===== src/rtl/xprog_loader.sv =====
// Boot-time program loader: assembles a count/words/checksum byte stream into program memory
// writes and holds the controller in reset until a verified image has been written.
module xprog_loader #(
    parameter int unsigned INSTR_W = 32,
    parameter int unsigned PADDR_W = 9
) (
    input  logic               clk,
    input  logic               rst,
    input  logic               rx_valid,
    input  logic [7:0]         rx_data,
    output logic               rx_ready,
    input  logic               boot_req,
    output logic               prog_we,
    output logic [PADDR_W-1:0] prog_addr,
    output logic [INSTR_W-1:0] prog_wdata,
    output logic               cpu_rst,
    output logic               done,
    output logic               err
);

    localparam int unsigned Bytes = INSTR_W / 8;
    localparam int unsigned Depth = 1 << PADDR_W;
    localparam logic [7:0]  LastByte = 8'(Bytes - 1);

    typedef logic [INSTR_W-1:0] word_t;
    typedef enum logic [2:0] {
        StIdle, StCntHi, StCntLo, StData, StCsum, StDone, StErr
    } state_e;

    state_e             state_q, state_d;
    logic [15:0]        cnt_q, cnt_d;
    logic [15:0]        word_cnt_q, word_cnt_d;
    logic [7:0]         byte_cnt_q, byte_cnt_d;
    logic [7:0]         csum_q, csum_d;
    word_t              word_q, word_d;
    logic               prog_we_q, prog_we_d;
    logic [PADDR_W-1:0] prog_addr_q, prog_addr_d;
    word_t              prog_wdata_q, prog_wdata_d;
    logic [15:0]        n_word;
    logic               accept;

    assign rx_ready   = (state_q == StCntHi) || (state_q == StCntLo) ||
                        (state_q == StData)  || (state_q == StCsum);
    assign accept     = rx_valid && rx_ready;
    assign cpu_rst    = (state_q != StDone);
    assign done       = (state_q == StDone);
    assign err        = (state_q == StErr);
    assign prog_we    = prog_we_q;
    assign prog_addr  = prog_addr_q;
    assign prog_wdata = prog_wdata_q;

    always_comb begin
        state_d      = state_q;
        cnt_d        = cnt_q;
        word_cnt_d   = word_cnt_q;
        byte_cnt_d   = byte_cnt_q;
        csum_d       = csum_q;
        word_d       = word_q;
        prog_we_d    = 1'b0;
        prog_wdata_d = prog_wdata_q;
        // Address steps in the cycle after each write strobe.
        prog_addr_d  = prog_we_q ? prog_addr_q + PADDR_W'(1) : prog_addr_q;
        n_word       = {cnt_q[15:8], rx_data};

        case (state_q)
            StIdle: begin
                state_d     = StCntHi;
                word_cnt_d  = '0;
                byte_cnt_d  = '0;
                csum_d      = '0;
                prog_addr_d = '0;
            end
            StCntHi: begin
                if (accept) begin
                    cnt_d[15:8] = rx_data;
                    csum_d      = csum_q ^ rx_data;
                    state_d     = StCntLo;
                end
            end
            StCntLo: begin
                if (accept) begin
                    cnt_d  = n_word;
                    csum_d = csum_q ^ rx_data;
                    if (32'(n_word) > Depth) begin
                        state_d = StErr;
                    end else if (n_word == 16'd0) begin
                        state_d = StCsum;
                    end else begin
                        state_d = StData;
                    end
                end
            end
            StData: begin
                if (accept) begin
                    csum_d = csum_q ^ rx_data;
                    word_d = (word_q << 8) | word_t'(rx_data);
                    if (byte_cnt_q == LastByte) begin
                        byte_cnt_d   = '0;
                        prog_we_d    = 1'b1;
                        prog_wdata_d = word_d;
                        word_cnt_d   = word_cnt_q + 16'd1;
                        if (word_cnt_q + 16'd1 == cnt_q) begin
                            state_d = StCsum;
                        end
                    end else begin
                        byte_cnt_d = byte_cnt_q + 8'd1;
                    end
                end
            end
            StCsum: begin
                if (accept) begin
                    state_d = (rx_data == csum_q) ? StDone : StErr;
                end
            end
            StDone, StErr: begin
                if (boot_req) begin
                    state_d = StIdle;
                end
            end
            default: state_d = StIdle;
        endcase
    end

    always_ff @(posedge clk or negedge rst) begin
        if (!rst) begin
            state_q      <= StIdle;
            cnt_q        <= '0;
            word_cnt_q   <= '0;
            byte_cnt_q   <= '0;
            csum_q       <= '0;
            word_q       <= '0;
            prog_we_q    <= 1'b0;
            prog_addr_q  <= '0;
            prog_wdata_q <= '0;
        end else begin
            state_q      <= state_d;
            cnt_q        <= cnt_d;
            word_cnt_q   <= word_cnt_d;
            byte_cnt_q   <= byte_cnt_d;
            csum_q       <= csum_d;
            word_q       <= word_d;
            prog_we_q    <= prog_we_d;
            prog_addr_q  <= prog_addr_d;
            prog_wdata_q <= prog_wdata_d;
        end
    end

endmodule

===== config.mk =====
export PLATFORM = sky130hd
export DESIGN_NAME = xprog_loader
export DESIGN_NICKNAME = d
export VERILOG_FILES = /design/src/rtl/xprog_loader.sv
export SDC_FILE = /design/constraint.sdc
export NUM_CORES = 1
export LEC_CHECK = 0
export BUFFER_PORTS_ARGS = -buffer_cell sky130_fd_sc_hd__clkbuf_2
export CORE_ASPECT_RATIO = 1.25
export CORE_MARGIN = 3
export CORE_UTILIZATION = 60
export DETAILED_ROUTE_END_ITERATION = 6
export GPL_TIMING_DRIVEN = 0
export PLACE_DENSITY_LB_ADDON = 0.1
export SKIP_CTS_REPAIR_TIMING = 1
export SLEW_MARGIN = 30
export SYNTH_ARGS = -nofsm -noshare
export SYNTH_HDL_FRONTEND = slang
export SYNTH_SLANG_ARGS = --single-unit

===== constraint.sdc =====
create_clock -name clk -period 5.4 [get_ports clk]
set_clock_uncertainty 0.05 [all_clocks]
set_input_delay 0 -clock clk [delete_from_list [all_inputs] [get_ports clk]]
set_output_delay 0 -clock clk [all_outputs]
set_load 0.01 [all_outputs]

==> flow_summary.yaml, run 1 <==
layout:
  final_cell_mix: "123 x nand2_1, 117 x dfrtp_1, 48 x clkbuf_2, 41 x o21ai_0, 38 x mux2_2"
  n_fill_cell: 642
  postLayoutCoreUtil: 0.7468
  area_delta_synth_final_pct: 19.45
  regArea_sq_mm: 0.002928
  multiInputGateArea_sq_mm: 0.002651
  diodes: 0
  drive_gt1_frac: 0.2303
  final_common_cell: "nand2_1"
  num-nets-final: 675
route:
  drt_iter0_markers: 389
  drtAntennaViolNets: 0
  post_drt_wl_per_cell_um: 17.54
  vias: 4676
  drt_first_pass_iters: 4
  routed_via_density: 5.874
  wl_mm: 13.96
  drc_errors: 0
worst_setup_path:
  cp_max_fo: 8
  timing.rr.start: "word_cnt_q[0]"
  worst-path-buf-inv: 1
  r2r_slack_ps: 2760
  start_kind: "flop"
  critPathTopFamily: "simple AND/OR/NAND/NOR gates"
  crit_arrival_ps: 2840
  cp.required_ps: 5600
  critPathSlowestCell: "dfrtp_1"
  critPathKind: "reg2reg"
  max_stage_delay_ps: 500
  worstRegToRegCells: 8
  crit_path_end_kind: "flop"
  crit_chain: "ha_1 -> buf_2 -> nand3_1 -> or3_1 -> a211oi_1 -> o2111ai_2 -> nor4_4 -> o32ai_1"
  rr_endpoint: "state_q[0]"
clocking:
  cts.htree.levels: 4
  cts.sinks: 117
  cts.path.max_buffers: 2
  clkLatencyLatePin_ps: 410
  cts_made_buffers: 17
  cts.clk_slew.worst_paths_ps: 50
  clockRootBuffer: "clkbuf_16"
  cts_tree: "done"
synthesis:
  synthArstFlopShare: 1.000
  synthesis.nets: 602
  synth_area_sq_mm: 0.005827
  synth_edf_count: 0
  ys_seq_elements: 117
  ys_warn_count: 0
  synth_cells: 587
  yosysSeqAreaShare: 0.5025
  avgSynthCellArea_sq_um: 9.926
  ys_types: 68
  synth-main-ff-cell: "dfrtp_1"
placement:
  routabilityCongestion: 0.9019
  dp_hpwl_mm: 9.156
  pre_cts_ws_ps: 2798
  io_buffers: 49
sta:
  fin_ws_ps: 2764
  finalSetupTns_ps: 0
  fmax_mhz: 379.4
  setup_viol: 0
  hold_ws_ps: -28.81
  drv_slew: 0
  slew_headroom: 0.4056
  worst_pin_slew_ps: 888.8
  final_hold_viol_count: 3
  period_minus_slack_ps: 2636
  final.period_utilization: 0.4881
  rsz0062_at_grt: "false"
floorplan:
  initial_core_util: 0.6252
  ios: 58
  fp-row-count: 39
  fp.dieW_um: 94.14
  dieArea_sq_mm: 0.01094
  core_sq_mm: 0.009320
  die_y_um: 116.2
grt:
  antenna_found_initial: 0
  grt_pass1_vias: 4708
  grt_start_max_net_pins: 72
  grt-ovfl-total: 0
  gr-usage-all-layers: 0.2761
  grt_pass1_wl_mm: 23.28
power_and_ir_drop:
  p_leak_nw: 3.273
  power_mw: 3.347
  power.density_mw_per_mm2: 480.8
  max-vdd-ir-drop_v: 0.0002901
min_path:
  hold_depth: 3
  min_from: "rx_data[7]"
  min_to: "prog_wdata[7]"
  hold_class: "in2reg"
run:
  max-cap-violations: 0
outcome:
  failed_checks: "hold timing"
  status: "finished, violations left"
-- registers in the layout, indices dropped and copies added (netlist names) --
register / cells
word_q: 24
prog_addr: 9
prog_we: 1
word_cnt_q: 16
byte_cnt_q: 8
state_q: 3
csum_q: 8
prog_wdata: 32
cnt_q: 16
-- area by class of cell --
cell class | instances | share of cell area
Buffer | 42 | 0.03074
Clock buffer | 20 | 0.06561
Clock inverter | 12 | 0.02894
Inverter | 9 | 0.004853
Multi-Input combinational cell | 419 | 0.3809
Sequential cell | 117 | 0.4206
Tap cell | 123 | 0.02211
Timing Repair Buffer | 54 | 0.04620
-- metal layers --
metal	global-route usage	routed length, um	part of all wire
met4	0.09152	193	0.014
met1	0.3543	5874	0.42
met3	0.06186	732	0.052
met2	0.4664	7162	0.51
met5	0	0	0
-- synth_stat cells (3+ instances only) --
library cell / count / area, sq um
a21oi_1: 17 / 85.08
a31oi_1: 4 / 25.02
and2_1: 3 / 18.77
and3_1: 8 / 50.05
and4_1: 3 / 26.28
buf_1: 3 / 11.26
buf_2: 7 / 35.03
buf_6: 4 / 45.04
clkbuf_1: 25 / 93.84
dfrtp_1: 117 / 2928
ha_1: 3 / 37.54
inv_1: 8 / 30.03
mux2_2: 38 / 427.9
nand2_1: 123 / 461.7
nand3_1: 20 / 100.1
nand4_1: 10 / 62.56
nor2_1: 24 / 90.09
nor3_1: 8 / 40.04
nor3b_1: 4 / 30.03
nor4_1: 5 / 31.28
o211ai_2: 3 / 37.54
o21a_1: 3 / 22.52
o21ai_0: 41 / 205.2
o21ai_1: 6 / 30.03
o31ai_1: 5 / 37.54
o41ai_1: 3 / 26.28
or3_1: 6 / 37.54
xnor2_1: 23 / 201.4
xor2_1: 16 / 140.1
-- where the power goes --
part           switching [mW]  internal (mW)
clock                   0.398          0.843
combinational           0.441          0.390
sequential              0.187           1.09
total                    1.03           2.32
-- stage by stage --
stage | std cells | instance area (sq um)
after CTS | 792 | 6920
after floorplan | 587 | 5827
final | 796 | 6960
after detailed placement | 760 | 6262
after global placement | 759 | 6226
after global routing | 796 | 6960
-- cells by family after synthesis --
logic type / synth area share
simple gates: 0.2010
flops: 0.5025
compound gates: 0.1121
buf+inv: 0.04251
mux: 0.07687
xor+xnor: 0.05862
fa+ha+maj: 0.006443
-- worst min-delay path: cells and delay by family --
| family | cells | cell delay [ps] |
|---|---|---|
| AND/OR/NAND/NOR | 2 | 170 |
| buffers and inverters | 1 | 220 |
-- how the worst max path moves through the flow --
stage	startpoint	depth (start not counted)	end	slack [ps]
floorplan	word_cnt_q[0]	8	state_q[1]	3160
global placement	rst	1	word_cnt_q[13]	2660
detailed placement	byte_cnt_q[0]	9	word_cnt_q[11]	2800
CTS	byte_cnt_q[0]	9	word_cnt_q[11]	2790
global route	byte_cnt_q[0]	9	prog_wdata[24]	2600
finish	word_cnt_q[0]	8	state_q[0]	2760
Note: power is estimated with default switching activity, not from simulation.
==> inputs of run 2 (changes only) <==
- CORE_UTILIZATION: 60 -> 59
- clock period: 5.4 -> 2.5 ns (I/O delays scaled with it)
==> run 2 against run 1 <==
Net effect:
- the flow still finishes with violations (hold timing)
- cell area is 0.27% higher
- worst setup slack worse by 2700 ps
- combinational power is 120% higher
- non-clock buffer count is 1 higher
- register-to-register slack worse by 2700 ps
- clock power is 100% higher
==> flow_summary.yaml, run 2 (synthesis results as in run 1) <==
sta:
  drv_slew: 0
  final.period_utilization: 0.9838
  hold_ws_ps: -25.66
  fmax_mhz: 406.6
  period_minus_slack_ps: 2459
  setup_viol: 0
  worst_pin_slew_ps: 796.3
  slew_headroom: 0.4675
  fin_ws_ps: 40.52
  final_hold_viol_count: 6
placement:
  pre_cts_ws_ps: -117.9
  io_buffers: 49
  dp_hpwl_mm: 9.164
  routabilityCongestion: 0.8987
  placed_area_sq_mm: 0.006262
power_and_ir_drop:
  power.density_mw_per_mm2: 1005
  p_leak_nw: 3.269
  max-vdd-ir-drop_v: 0.0006489
  power_mw: 7.014
grt:
  grt_start_max_net_pins: 83
  grt_pass1_vias: 4561
  antenna_found_initial: 0
  gr-usage-all-layers: 0.2688
  grt-ovfl-total: 0
  grt_pass1_wl_mm: 22.85
layout:
  drive_gt1_frac: 0.2496
  n_fill_cell: 704
  largest_reg_flops: 32
  area_delta_synth_final_pct: 19.78
  multiInputGateArea_sq_mm: 0.002705
  diodes: 0
  postLayoutCoreUtil: 0.7449
  final_cell_mix: "123 x nand2_1, 115 x dfrtp_1, 50 x clkbuf_2, 41 x o21ai_0, 38 x mux2_2"
  final_common_cell: "nand2_1"
  stdcell_area_sq_mm: 0.006979
  regArea_sq_mm: 0.002930
  num-nets-final: 676
clocking:
  clockRootBuffer: "clkbuf_16"
  cts_tree: "done"
  cts.clk_slew.worst_paths_ps: 60
  cts.sinks: 117
  cts.htree.levels: 4
  cts.path.max_buffers: 2
  clkLatencyLatePin_ps: 410
  cts_made_buffers: 17
worst_setup_path:
  crit_path_end_kind: "flop"
  critPathSlowestCell: "dfrtp_2"
  crit_arrival_ps: 2680
  cp_max_fo: 7
  critPathTopFamily: "compound AO/OA/AOI/OAI gates"
  crit_chain: "ha_1 -> buf_2 -> nand3_2 -> o311a_2 -> a211oi_2 -> o2111ai_2 -> nor4_4 -> o32ai_1"
  max_stage_delay_ps: 420
  start_kind: "flop"
  worst-path-buf-inv: 1
  critPathKind: "reg2reg"
  cp.required_ps: 2720
floorplan:
  ios: 58
  die_y_um: 117.1
  dieArea_sq_mm: 0.01111
  fp.dieW_um: 94.89
  initial_core_util: 0.6219
  fp-row-count: 39
  core_sq_mm: 0.009369
route:
  routed_via_density: 5.851
  drt_iter0_markers: 312
  drtAntennaViolNets: 0
  drt_first_pass_iters: 6
  vias: 4657
  wl_mm: 13.72
  post_drt_wl_per_cell_um: 17.23
  drc_errors: 0
run:
  max-cap-violations: 0
outcome:
  failed_checks: "hold timing"
  status: "finished, violations left"
min_path:
  hold_class: "in2reg"
[run 2: changes by cell type in the layout (fill, tap and decap cells not counted), moves of 2 or more]
cell / before / now
nor4_2: 1 / 3
clkbuf_2: 48 / 50
nand3_1: 20 / 18
dfrtp_1: 117 / 115
bufinv_16: 5 / 3
dfrtp_2: 0 / 2
buf_4: 2 / 4
nor4_1: 5 / 3
clkbuf_1: 26 / 22
[run 2: stage by stage]
| step | cells | hold slack, ps | TNS (ps) |
|---|---|---|---|
| after floorplan | 587 | -345.6 | 0 |
| after global placement | 759 | 234.4 | -30080 |
| after detailed placement | 760 | -123.1 | -1754 |
| after CTS | 791 | -558.1 | -3139 |
| after global routing | 796 | 1.598 | -77.49 |
| final | 796 | -25.66 | 0 |
[run 2: layer usage]
layer / GRT usage / wire [um] / up-vias
met5: 0 / 0 / -
met4: 0.07988 / 226 / 0
met3: 0.06841 / 880 / 24
met2: 0.4445 / 6853 / 152
met1: 0.3517 / 5758 / 2301
li1: - / - / 2180
[run 2: layout make-up]
class,instances,area share
multi-input cells,419,0.3876
plain buffers,41,0.03048
inverters,9,0.004840
well taps,123,0.02205
clock buffers,19,0.06490
repair buffers,56,0.04823
clock inverters,12,0.02205
flip-flops and latches,117,0.4199
[run 2: final timing paths]
check	depth (start not counted)	slack, ps	startpoint	end
worst max register to register	8	40	word_cnt_q[1]	state_q[0]
worst min register to register	2	420	word_q[18]	prog_wdata[26]
worst min-delay path	3	-30	rx_data[0]	prog_wdata[0]
max in group asynchronous	3	1690	rst	word_cnt_q[0]
worst max-delay path	8	40	word_cnt_q[1]	state_q[0]
min in group asynchronous	2	0	rst	prog_wdata[22]
[run 2: worst reg2reg max path: cells and delay by family (launching register included)]
kind | cells | cell delay (ps)
AO/OA/AOI/OAI | 4 | 950
adder cells (fa/ha/maj) | 1 | 150
buffers and inverters | 1 | 210
flip-flops | 1 | 420
AND/OR/NAND/NOR | 2 | 540
[run 2: power breakdown]
group          leakage, nW  internal [mW]  switching, mW
Clock                0.291           1.61          0.870
Sequential            1.54           2.35          0.393
Combinational         1.44          0.851          0.939
==> inputs of run 3 (changes only) <==
==> constraint.sdc (replaced) <==
create_clock -name clk -period 2.5 [get_ports clk]
set_clock_uncertainty 0.05 [all_clocks]
set_input_delay 0.75 -clock clk [delete_from_list [all_inputs] [get_ports clk]]
set_output_delay 0.75 -clock clk [all_outputs]
set_load 0.01 [all_outputs]
==> run 3 against run 2 <==
Net effect:
- power barely moved
- die area did not move
- first-iteration DRC count fell by 6.7%
- cell area fell by 0.43%
- non-clock buffer count fell by 5
- via count fell by 0.94%
- the run now ends clean
- worst setup slack improved by 11 ps
- sequential power barely moved
- critical path depth did not move
- core utilization fell by 0.32 points
- cell count fell by 0.63%
- register-to-register slack barely moved
==> flow_summary.yaml, run 3 (synthesis results as in run 1) <==
clocking:
  clkLatencyLatePin_ps: 410
  clockRootBuffer: "clkbuf_16"
  cts.htree.levels: 4
  cts.sinks: 117
  cts.clk_slew.worst_paths_ps: 50
  cts.path.max_buffers: 2
  cts_tree: "done"
  cts_made_buffers: 17
grt:
  grt_start_max_net_pins: 83
  grt-ovfl-total: 0
  antenna_found_initial: 0
  grt_pass1_vias: 4561
  grt_pass1_wl_mm: 22.85
  gr-usage-all-layers: 0.2688
floorplan:
  ios: 58
  fp-row-count: 39
  fp.dieW_um: 94.89
  dieArea_sq_mm: 0.01111
  core_sq_mm: 0.009369
  die_y_um: 117.1
  initial_core_util: 0.6219
layout:
  diodes: 0
  final_cell_mix: "123 x nand2_1, 114 x dfrtp_1, 51 x clkbuf_2, 41 x o21ai_0, 38 x mux2_2"
  num-nets-final: 671
  n_fill_cell: 703
  final_common_cell: "nand2_1"
  postLayoutCoreUtil: 0.7417
  largest_reg_flops: 32
  drive_gt1_frac: 0.2575
  area_delta_synth_final_pct: 19.26
route:
  drt_first_pass_iters: 6
  routed_via_density: 5.832
  drc_errors: 0
  vias: 4613
  drtAntennaViolNets: 0
  post_drt_wl_per_cell_um: 17.26
  wl_mm: 13.65
  drt_iter0_markers: 291
worst_setup_path:
  timing.rr.start: "word_cnt_q[1]"
  critPathSlowestCell: "dfrtp_2"
  crit_arrival_ps: 2680
  max_stage_delay_ps: 420
  r2r_slack_ps: 50
  rr_endpoint: "state_q[1]"
  crit_chain: "ha_1 -> buf_2 -> nand3_2 -> o311a_2 -> a211oi_2 -> o2111ai_2 -> nor4_4 -> o22ai_1"
  start_kind: "flop"
  crit_path_end_kind: "flop"
  critPathKind: "reg2reg"
  cp_max_fo: 7
  cp.required_ps: 2730
  critPathTopFamily: "compound AO/OA/AOI/OAI gates"
  worst-path-buf-inv: 1
  worstRegToRegCells: 8
power_and_ir_drop:
  max-vdd-ir-drop_v: 0.0006443
  power.density_mw_per_mm2: 1009
  p_leak_nw: 3.258
sta:
  fmax_mhz: 408.5
  drv_slew: 0
  slew_headroom: 0.5040
  finalSetupTns_ps: 0
  final.period_utilization: 0.9792
  worst_pin_slew_ps: 741.6
  setup_viol: 0
  final_hold_viol_count: 0
  period_minus_slack_ps: 2448
run:
  max-cap-violations: 0
placement:
  io_buffers: 49
  dp_hpwl_mm: 9.164
  routabilityCongestion: 0.8987
outcome:
  status: "completed"
min_path:
  hold_class: "in2async"
-- run 3: cell types whose count changed in the layout (fill, tap and decap cells not counted) --
cell	previous run	this run
buf_2	7	6
clkbuf_1	22	19
clkbuf_2	50	51
clkbuf_4	0	2
dfrtp_1	115	114
dfrtp_2	2	3
dlygate4sd3_1	4	0
nor3_1	8	7
nor3_2	0	1
-- run 3: where the power goes --
part	switching (mW)	internal, mW
combinational	0.921	0.857
clock	0.863	1.61
sequential	0.410	2.35
total	2.19	4.82
-- run 3: how the worst max path moves through the flow --
stage	cells past startpoint	start	slack (ps)	to
6_report	8	word_cnt_q[1]	50	state_q[1]
5_1_grt	8	word_cnt_q[1]	-30	state_q[0]
4_1_cts	9	byte_cnt_q[0]	-160	word_cnt_q[11]
3_5_place_dp	7	byte_cnt_q[0]	-120	word_cnt_q[5]
3_3_place_gp	1	rst	-1010	word_cnt_q[12]
2_1_floorplan	8	word_cnt_q[0]	260	state_q[1]
-- run 3: through the flow --
step	power, mW	area (sq um)	hold slack [ps]	setup slack [ps]	instances
5_1_grt	7.377	6949	196.9	-34.68	791
3_5_place_dp	4.488	6262	402.8	-117.9	760
3_3_place_gp	4.394	6226	393.6	-1012	759
4_1_cts	6.987	6869	191.9	-157.7	791
6_report	7.014	6949	193.4	52.02	791
2_1_floorplan	3.983	5827	383.1	256.9	587
-- run 3: layer usage --
layer,vias to the layer above,track usage,part of all wire
met4,0,0.07988,0.015
met2,141,0.4445,0.50
met1,2281,0.3517,0.43
met5,-,0,0
li1,2171,-,-
met3,20,0.06841,0.058
-- run 3: layout make-up --
cell class	count	area (sq um)	share of cell area
well taps	123	153.9	0.02215
plain buffers	40	216.5	0.03115
clock buffers	19	452.9	0.06518
inverters	9	33.78	0.004861
clock inverters	12	153.9	0.02215
multi-input cells	419	2710	0.3900
flip-flops and latches	117	2932	0.4219
repair buffers	52	296.5	0.04267
-- run 3: worst reg2reg max path: stages (launching register included) --
cell and delay, ps:
dfrtp_2 420, ha_1 150, buf_2 210, nand3_2 150
o311a_2 400, a211oi_2 250, o2111ai_2 180, nor4_4 380
o22ai_1 140
